===== src/rtl/cga_pkg.sv =====
// Shared slot offsets and arbiter state encoding for the CGA video/CPU sequencer.
package cga_pkg;

    localparam logic [4:0] OFF_CHAR     = 5'd2;
    localparam logic [4:0] OFF_ATT      = 5'd4;
    localparam logic [4:0] OFF_ROM      = 5'd6;
    localparam logic [4:0] OFF_WIN_A    = 5'd8;
    localparam logic [4:0] OFF_WIN_B    = 5'd24;
    localparam logic [4:0] OFF_SAMPLE_A = OFF_WIN_A - 5'd1;
    localparam logic [4:0] OFF_SAMPLE_B = OFF_WIN_B - 5'd1;
    localparam logic [4:0] OFF_LAST_HI  = 5'd15;
    localparam logic [4:0] OFF_LAST_LO  = 5'd31;

    typedef enum logic [1:0] {
        ARB_IDLE  = 2'd0,
        ARB_ARMED = 2'd1,
        ARB_GRANT = 2'd2
    } arb_state_e;

    // In 16-clk mode the upper sequence bit is ignored, so the slot pattern repeats twice.
    function automatic logic [4:0] slot_off(input logic [4:0] seq, input logic hres);
        return hres ? {1'b0, seq[3:0]} : seq;
    endfunction

endpackage


===== src/rtl/cga_cpu_arb.sv =====
// CPU VRAM window arbiter: arms one slot before a window, then grants a fixed-length window.
//   state     | meaning
//   ARB_IDLE  | waiting for the slot before a CPU window
//   ARB_ARMED | sample slot in progress; cpu_req decides the window
//   ARB_GRANT | CPU owns VRAM; cnt_q counts down remaining cycles
module cga_cpu_arb
    import cga_pkg::*;
#(
    parameter int CPU_WIN_LEN = 4
) (
    input  logic       clk,
    input  logic       reset,
    input  logic       cpu_req,
    input  logic [4:0] off_nxt,
    input  logic       hres_nxt,
    output logic       cpu_grant,
    output logic       cpu_done
);

    localparam logic [1:0] LAST_CNT = 2'(CPU_WIN_LEN - 1);

    arb_state_e state_q;
    logic [1:0] cnt_q;
    logic       grant_q;
    logic       done_q;
    logic       sample_hit;

    assign sample_hit = (off_nxt == OFF_SAMPLE_A) || (!hres_nxt && off_nxt == OFF_SAMPLE_B);

    always_ff @(posedge clk) begin
        if (reset) begin
            state_q <= ARB_IDLE;
            cnt_q   <= 2'd0;
            grant_q <= 1'b0;
            done_q  <= 1'b0;
        end else begin
            case (state_q)
                ARB_IDLE: begin
                    grant_q <= 1'b0;
                    done_q  <= 1'b0;
                    if (sample_hit) state_q <= ARB_ARMED;
                end
                ARB_ARMED: begin
                    if (cpu_req) begin
                        state_q <= ARB_GRANT;
                        cnt_q   <= LAST_CNT;
                        grant_q <= 1'b1;
                        done_q  <= (LAST_CNT == 2'd0);
                    end else begin
                        state_q <= ARB_IDLE;
                    end
                end
                ARB_GRANT: begin
                    if (cnt_q == 2'd0) begin
                        state_q <= ARB_IDLE;
                        grant_q <= 1'b0;
                        done_q  <= 1'b0;
                    end else begin
                        cnt_q  <= cnt_q - 2'd1;
                        done_q <= (cnt_q == 2'd1);
                    end
                end
                default: begin
                    state_q <= ARB_IDLE;
                    grant_q <= 1'b0;
                    done_q  <= 1'b0;
                end
            endcase
        end
    end

    assign cpu_grant = grant_q;
    assign cpu_done  = done_q;

endmodule


===== src/rtl/cga_sequencer.sv =====
// CGA VRAM/character sequencer: free-running 32-clk count, slot strobes and CPU windows.
// All strobes are decoded from next-cycle values so they line up with clk_seq.
module cga_sequencer
    import cga_pkg::*;
#(
    parameter int CPU_WIN_LEN = 4
) (
    input  logic       clk,
    input  logic       reset,
    input  logic       hres_mode,
    input  logic       cpu_req,
    output logic [4:0] clk_seq,
    output logic       vram_read_char,
    output logic       vram_read_att,
    output logic       vram_a0,
    output logic       charrom_read,
    output logic       disp_pipeline,
    output logic       crtc_clk,
    output logic       cpu_grant,
    output logic       cpu_done
);

    logic [4:0] seq_q, seq_d;
    logic       hres_q, hres_d;
    logic [4:0] off_d;
    logic       char_q, char_d;
    logic       att_q, att_d;
    logic       rom_q, rom_d;
    logic       last_q, last_d;

    always_comb begin
        seq_d  = seq_q + 5'd1;
        // Mode only switches at a period boundary so a character is never split.
        hres_d = (seq_q == OFF_LAST_LO) ? hres_mode : hres_q;
        off_d  = slot_off(seq_d, hres_d);
        char_d = (off_d == OFF_CHAR);
        att_d  = (off_d == OFF_ATT);
        rom_d  = (off_d == OFF_ROM);
        last_d = (off_d == (hres_d ? OFF_LAST_HI : OFF_LAST_LO));
    end

    always_ff @(posedge clk) begin
        if (reset) begin
            seq_q  <= 5'd0;
            hres_q <= 1'b0;
            char_q <= 1'b0;
            att_q  <= 1'b0;
            rom_q  <= 1'b0;
            last_q <= 1'b0;
        end else begin
            seq_q  <= seq_d;
            hres_q <= hres_d;
            char_q <= char_d;
            att_q  <= att_d;
            rom_q  <= rom_d;
            last_q <= last_d;
        end
    end

    cga_cpu_arb #(
        .CPU_WIN_LEN (CPU_WIN_LEN)
    ) u_cpu_arb (
        .clk       (clk),
        .reset     (reset),
        .cpu_req   (cpu_req),
        .off_nxt   (off_d),
        .hres_nxt  (hres_d),
        .cpu_grant (cpu_grant),
        .cpu_done  (cpu_done)
    );

    assign clk_seq        = seq_q;
    assign vram_read_char = char_q;
    assign vram_read_att  = att_q;
    assign vram_a0        = att_q;
    assign charrom_read   = rom_q;
    assign disp_pipeline  = last_q;
    assign crtc_clk       = last_q;

endmodule


===== config.mk =====
export PLATFORM = sky130hd
export DESIGN_NAME = cga_sequencer
export DESIGN_NICKNAME = d
export VERILOG_FILES = /design/src/rtl/cga_pkg.sv /design/src/rtl/cga_cpu_arb.sv /design/src/rtl/cga_sequencer.sv
export SDC_FILE = /design/constraint.sdc
export NUM_CORES = 1
export LEC_CHECK = 0
export ABC_AREA = 1
export CAP_MARGIN = 20
export CORE_MARGIN = 2
export CORE_UTILIZATION = 30
export DETAILED_ROUTE_END_ITERATION = 8
export GPL_TIMING_DRIVEN = 1
export PLACE_DENSITY_LB_ADDON = 0.25
export SYNTH_ARGS = -nofsm -noshare
export SYNTH_HDL_FRONTEND = slang
export SYNTH_SLANG_ARGS = --single-unit

===== constraint.sdc =====
create_clock -name clk -period 3.6 [get_ports clk]
set_input_delay 0.54 -clock clk [delete_from_list [all_inputs] [get_ports clk]]
set_output_delay 0.54 -clock clk [all_outputs]
set_load 0.03 [all_outputs]

=== After elaboration in Yosys (flattened, before gate mapping) ===
Index checks and enable logic that the tools add are counted.

* Add/subtract/negate cells: 2
* Equality and inequality tests: 14
* Reductions and logical operators: 9
* Mux-type cells: 16

{| class="wikitable"
|+ Operators by type and width
! cell !! number
|-
| $eq 5x3->1 const B || 3
|-
| $eq 5x5->1 const B || 2
|-
| $mux 2 || 5
|-
| $mux 5 || 2
|-
| $pmux 2 s3 || 1
|-
| $add 5x1->5 const B || 1
|-
| $eq 5x2->1 const B || 1
|-
| $eq 5x5->1 || 1
|-
| $mux 1 || 5
|-
| $eq 2x1->1 const B || 2
|-
| $logic_not 2->1 || 2
|-
| $ne 2x1->1 const B || 2
|-
| $ne 2x2->1 const B || 2
|-
| $pmux 1 s2 || 2
|-
| $pmux 2 s2 || 1
|-
| $reduce_and 2->1 || 2
|-
| $reduce_and 3->1 || 1
|-
| $eq 2x2->1 const B || 1
|-
| $reduce_bool 2->1 || 1
|-
| $sub 2x1->2 const B || 1
|-
| $logic_and 1x1->1 || 1
|-
| $logic_not 1->1 || 1
|-
| $logic_or 1x1->1 || 1
|}

* Output and inout bits: 13
* Register bits: 16
* Logic and storage cells: 51
* Input port bits: 4

=== Depth between registers and ports, before layout ===
Gate-level depths: netlist of run 1.

* Word-level depth: 8
* Mapped depth: 9
* Mapped depth without buffers: 9

=== By module ===
A second synthesis of run 1 with hierarchy kept.

* Cells, all modules: 97
* Area, all modules: 744.5 um^2

{| class="wikitable"
|+ Modules (own cells, without submodules)
! module !! area an instance (um^2) !! times used !! cells an instance !! sequential area each (um^2)
|-
| cga_sequencer || 450.4 || 1 || 57 || 200.2
|-
| cga_cpu_arb || 294.0 || 1 || 40 || 120.1
|}

=== Worst setup path after synthesis of run 1 ===
No wires, ideal clock.

* Kind: reg-to-reg
* From: reg seq_q[0] (netlist: clk_seq[0])
* To: reg rom_q (netlist: charrom_read)
* Data required time: 3.487 ns
* Buffers on the path: 0
* Stages on the path, launching flop included: 10
* Clock period less this slack: 1.625 ns
* Setup slack: 1.975 ns
* Setup time: 0.113 ns
* Data arrival time: 1.512 ns
* Cells stage by stage: dfxtp_1 > ha_1 > nand2_1 > nor2_1 > ha_1 > inv_1 > nand2_1 > nand3_1 > nand3_1 > nor2_1

* Longest elaborated chain between the ends: 4
* Elaborated cells between the ends (all ways): 5
* Those cells by class: 1 x add/sub; 2 x eq/ne; 2 x mux

{| class="wikitable"
|+ RTL lines
! element !! line !! source
|-
| from (decl) || cga_sequencer.sv:23 || <nowiki>logic [4:0] seq_q, seq_d;</nowiki>
|-
| from (signal assigned) || cga_sequencer.sv:51 || <nowiki>seq_q <= seq_d;</nowiki>
|-
| parallel branches: the longest is 2 deep, another holds $add 5x1->5 || -- ||
|-
| $mux 5 * || cga_pkg.sv:22 || <nowiki>return hres ? {1'b0, seq[3:0]} : seq;</nowiki>
|-
| $eq 5x3->1 * || cga_sequencer.sv:38 || <nowiki>rom_d = (off_d == OFF_ROM);</nowiki>
|-
| to (signal assigned) || cga_sequencer.sv:55 || <nowiki>rom_q <= rom_d;</nowiki>
|-
| to (decl) || cga_sequencer.sv:28 || <nowiki>logic rom_q, rom_d;</nowiki>
|}

Mark *: on every way between the ends.
A chain may end at the register's enable or synchronous reset.

=== Final worst setup path of run 1 ===
* From: reg seq_q[0] (netlist: clk_seq[0])
* To: out clk_seq[0]

{| class="wikitable"
|+ RTL lines
! element !! line !! source
|-
| to (decl) || cga_sequencer.sv:12 || <nowiki>output logic [4:0] clk_seq,</nowiki>
|}

No word-level cell between the ends.

==> flow_summary.json, run 1 <==
{
  "die_area_um2": 2840,
  "postCtsSetupBuffers": 0,
  "area_delta_synth_final_pct": 27.4,
  "cts_tree": "done",
  "layout-drive-gt1-share_pct": 7.34,
  "via_per_inst": 4.28,
  "synthesis.nets": 104,
  "htreeDepth": 1,
  "grt_pass1_vias": 521,
  "post_cts_resized": 0,
  "p_total_uw": 342,
  "ff_latch_area_um2": 320,
  "fp-row-count": 17,
  "synth_warnings": 0,
  "syn_area_um2": 729,
  "start_kind": "flip-flop",
  "antenna_found_initial": 0,
  "cellLeakagePower_uw": 0.000392,
  "wirelength_um": 1240,
  "drv_cap": 0,
  "criticalPathCategory": "flip-flop to primary output",
  "n_fill_cell": 249,
  "min_period_ns": 2.04,
  "cts_buffers": 3,
  "io_pins": 17,
  "overflow": 0,
  "peakVddDrop_mv": 0.169,
  "core_um2": 2250,
  "synth.distinct_cells": 17,
  "clock_latency_ns": 0.28,
  "path_buf_inv": 1,
  "synth.yosys.seq_area_share_pct": 43.9,
  "die_w_um": 53.3,
  "setup_slack_ns": 1.56,
  "ys_seq_elements": 16,
  "grt_max_degree": 10,
  "hpwlAfterDp_um": 971,
  "first_pass_iters": 2,
  "synth_top_area_share_pct": 43.9,
  "final_cell_mix": "nand2_1 (19), dfxtp_1 (16), clkdlybuf4s50_1 (16)",
  "stdcell_count": 137,
  "slew_violations": 0,
  "critPathTopFamily": "buffers and inverters",
  "cts_buffer_depth": 2,
  "dp_cells": 133,
  "max_freq_mhz": 491,
  "finalClockSkew_ns": 0.00443,
  "regToRegSetupSlack_ns": 2.00,
  "postCtsHoldBufs": 0,
  "yosysTopAreaCell": "dfxtp_1",
  "outcome": "completed",
  "multi_input_area_um2": 333,
  "hold_violations": 0,
  "place.gp.congestion": 0.815,
  "die_y_um": 53.3,
  "nets": 121,
  "syn_avg_cell_area_um2": 7.84,
  "drt-initial-drc-count": 3,
  "finalCritPeriodShare_pct": 56.5,
  "critPathCaptureType": "primary output",
  "initial_utilization_pct": 32.4,
  "numPortBuffers": 16,
  "clkTransAtPathRegs_ns": 0.10,
  "grt_pass1_wl_um": 2100,
  "final_util_pct": 41.2,
  "wl_per_cell_um": 9.07,
  "route.detailed.drc": 0,
  "yosys-top-cells-area": "dfxtp_1 (44%), ha_1 (12%), nand2_1 (9.8%), nor2_1 (7.7%), inv_1 (6.2%)",
  "pwr_density_cell_nw_per_um2": 367,
  "antenna_left": 0,
  "setup_viol": 0,
  "layout_commonest_cell": "nand2_1",
  "track_usage_pct": 10.2,
  "rsz0062_at_grt": "no",
  "max_stage_delay_ns": 0.73,
  "clockRootBuffer": "clkbuf_4",
  "cts_sinks": 16,
  "path_max_fanout": 9,
  "worstPathCellList": "clkdlybuf4s50_1",
  "vias": 587,
  "max_slew_margin_pct": 76.8,
  "antennaDiodeCount": 0,
  "worst_pin_slew_ns": 0.346,
  "hold_path_class": "flip-flop to flip-flop",
  "tns_ns": 0,
  "dpl_worst_slack_ns": 1.87,
  "slowest_stage": "clkdlybuf4s50_1",
  "worstPathArrival_ns": 1.50,
  "critical_path_required_ns": 3.06,
  "postSynthCellCount": 93
}
## worst paths after layout
check,startpoint,endpoint,depth (start not counted)
worst max-delay path,clk_seq[0],clk_seq[0],1
worst max register to register,clk_seq[0],charrom_read,9
worst min register to register,u_cpu_arb.cpu_grant,u_cpu_arb.cpu_grant,2
worst min-delay path,u_cpu_arb.cpu_grant,u_cpu_arb.cpu_grant,2
## registers in the layout, summed over array words and instances (netlist names)
signal               flops
clk_seq                  5
u_cpu_arb.cnt_q          2
u_cpu_arb.state_q        2
charrom_read             1
crtc_clk                 1
hres_q                   1
u_cpu_arb.cpu_done       1
u_cpu_arb.cpu_grant      1
vram_a0                  1
vram_read_char           1
## kinds of logic (layout without fill, tap and decap cells)
logic type,count (synthesis),count (layout),share of synthesized area [%]
compound gates,5,5,3.94
xor+xnor,2,2,2.40
fa+ha+maj,7,7,12.0
buf+inv,16,32,10.5
flops,16,16,43.9
simple gates,47,47,27.3
## synth_stat cells (all sizes together)
library cell / instances
nand2: 20
nor2: 17
dfxtp: 16
inv: 12
nand3: 8
ha: 7
a21oi: 4
buf: 4
nand4: 2
o21ai: 1
xnor2: 1
xor2: 1
## metrics by stage
stage | instance area, µm² | hold WS [ns]
finish | 930 | 0.441
global route | 930 | 0.487
CTS | 930 | 0.448
detailed placement | 893 | 0.433
global placement | 893 | 0.431
floorplan | 729 | 0.462
## where the power goes
group,switching [µW],total [µW],internal (µW)
clock network,56.4,118,61.4
registers,6.32,188,181
logic,20.4,36.2,15.8
## per-layer routing
metal / part of all wire [%] / routed length, µm / track usage, %
met1: 46 / 571 / 12.2
met3: 3.9 / 48 / 1.69
met2: 49 / 604 / 17.3
met5: 0 / 0 / 0
met4: 1.5 / 19 / 5.13
## area by class of cell
class                   instances  share of cell area [%]
flip-flops and latches         16                    34.5
inverters                      12                    4.85
well taps                      28                    3.77
repair buffers                 16                    17.2
multi-input cells              61                    35.8
clock buffers                   4                    3.90
Power figures use the tool's default switching activity.
==> inputs of run 2 (changes only) <==
==> constraint.sdc (replaced) <==
create_clock -name clk -period 2.1 [get_ports clk]
set_input_delay 0.315 -clock clk [delete_from_list [all_inputs] [get_ports clk]]
set_output_delay 0.315 -clock clk [all_outputs]
set_load 0.03 [all_outputs]
==> run 2 against run 1 <==
Compared with the run above:
- sequential share of layout area is the same
- critical endpoint unchanged
- total power rose by 72%
- via count is 0.68% lower
- die area is the same
- non-clock buffer count unchanged
- cell area stayed put
- routed wire length grew 2.0%
- core utilization did not move
- register-to-register slack worse by 1.5 ns
- flip-flop and latch count stayed put
==> flow_summary.json, run 2 (same netlist as run 1, synthesis figures left out) <==
{
  "wirelength_um": 1270,
  "final_cell_mix": "nand2_1 (19), dfxtp_1 (16), clkdlybuf4s50_1 (16)",
  "multi_input_area_um2": 333,
  "overflow": 0,
  "layout_commonest_cell": "nand2_1",
  "area_delta_synth_final_pct": 27.4,
  "n_fill_cell": 244,
  "first_pass_iters": 4,
  "grt_max_degree": 10,
  "finalCritPeriodShare_pct": 87.0,
  "path_buf_inv": 1,
  "worstRegToRegCells": 9,
  "clock_latency_ns": 0.28,
  "die_y_um": 53.3,
  "drv_cap": 0,
  "tns_ns": 0,
  "ff_latch_area_um2": 320,
  "cts_sinks": 16,
  "regToRegSetupSlack_ns": 0.55,
  "worst_pin_slew_ns": 0.382,
  "die_area_um2": 2840,
  "max_stage_delay_ns": 0.73,
  "largest_reg_flops": 5,
  "postCtsSetupBuffers": 0,
  "hpwlAfterDp_um": 998,
  "antennaDiodeCount": 0,
  "clkTransAtPathRegs_ns": 0.10,
  "cts_buffer_depth": 2,
  "fp-row-count": 17,
  "r2r_start": "clk_seq[0]",
  "core_um2": 2250,
  "worstPathCellList": "clkdlybuf4s50_1",
  "clockRootBuffer": "clkbuf_4",
  "place.gp.congestion": 0.731,
  "min_period_ns": 1.83,
  "placed_area_um2": 893,
  "critPathTopFamily": "buffers and inverters",
  "antenna_left": 0,
  "wl_per_cell_um": 9.26,
  "numPortBuffers": 16,
  "grt_pass1_vias": 527,
  "cp.depth": 1,
  "hold_violations": 0,
  "max_freq_mhz": 548,
  "drt-initial-drc-count": 7,
  "cellLeakagePower_uw": 0.000392,
  "slowest_stage": "clkdlybuf4s50_1",
  "fin_hold_ws_ns": 0.443,
  "nets": 121,
  "rsz0062_at_grt": "no",
  "via_per_inst": 4.26,
  "path_max_fanout": 9,
  "outcome": "completed",
  "p_total_uw": 587,
  "crit_start": "clk_seq[0]",
  "grt_pass1_wl_um": 2170,
  "route.detailed.drc": 0,
  "slew_violations": 0,
  "layout-drive-gt1-share_pct": 7.34,
  "io_pins": 17,
  "max_slew_margin_pct": 74.5,
  "endpoint": "clk_seq[0]",
  "worstPathArrival_ns": 1.51,
  "criticalPathCategory": "flip-flop to primary output",
  "critical_path_required_ns": 1.78,
  "cts_buffers": 3,
  "cts_tree": "done",
  "htreeDepth": 1,
  "timing.rr.end": "charrom_read",
  "postCtsHoldBufs": 0,
  "setup_viol": 0,
  "final_util_pct": 41.2,
  "antenna_found_initial": 0,
  "peakVddDrop_mv": 0.298,
  "die_w_um": 53.3,
  "post_cts_resized": 0,
  "critPathCaptureType": "primary output",
  "finalClockSkew_ns": 0.00464,
  "initial_utilization_pct": 32.4,
  "track_usage_pct": 10.6,
  "pwr_density_cell_nw_per_um2": 631,
  "hold_path_class": "flip-flop to flip-flop",
  "vias": 583,
  "stdcell_area_um2": 930,
  "start_kind": "flip-flop"
}
==> run 2: cell counts in the layout (fill, tap and decap cells not counted) <==
No cell type changed its count.
==> run 2: worst min path at each step <==
stage	startpoint	endpoint	slack [ns]	cells past startpoint
global route	u_cpu_arb.cpu_grant	u_cpu_arb.cpu_grant	0.50	2
finish	u_cpu_arb.cpu_grant	u_cpu_arb.cpu_grant	0.44	2
detailed placement	u_cpu_arb.cpu_grant	u_cpu_arb.cpu_grant	0.43	2
CTS	u_cpu_arb.cpu_grant	u_cpu_arb.cpu_grant	0.45	2
floorplan	u_cpu_arb.state_q[1]	u_cpu_arb.state_q[0]	0.46	3
global placement	u_cpu_arb.cpu_grant	u_cpu_arb.cpu_grant	0.43	2
==> run 2: report_power, final <==
group          switching (µW)  internal, µW
registers                11.0           311
logic                    36.0          27.4
clock network            96.5           105
==> run 2: cell type report <==
class / instances / share of cell area, %
tap: 28 / 3.77
timing repair buffer: 16 / 17.2
clock buffer: 4 / 3.90
inverter: 12 / 4.85
multi-input combinational: 61 / 35.8
sequential: 16 / 34.5
==> run 2: per-stage QoR <==
| stage | setup WS, ns | std cells |
|---|---|---|
| 5_1_grt | 0.180 | 137 |
| 3_3_place_gp | 0.572 | 133 |
| 3_5_place_dp | 0.550 | 133 |
| 6_report | 0.274 | 137 |
| 2_1_floorplan | 0.475 | 93 |
| 4_1_cts | 0.266 | 137 |
==> run 2: routing by layer <==
layer	vias up	GRT usage, %	wire length (µm)
met3	2	1.69	45
met5	-	0	0
met1	250	13.8	653
li1	319	-	-
met2	12	16.0	550
met4	0	6.84	19
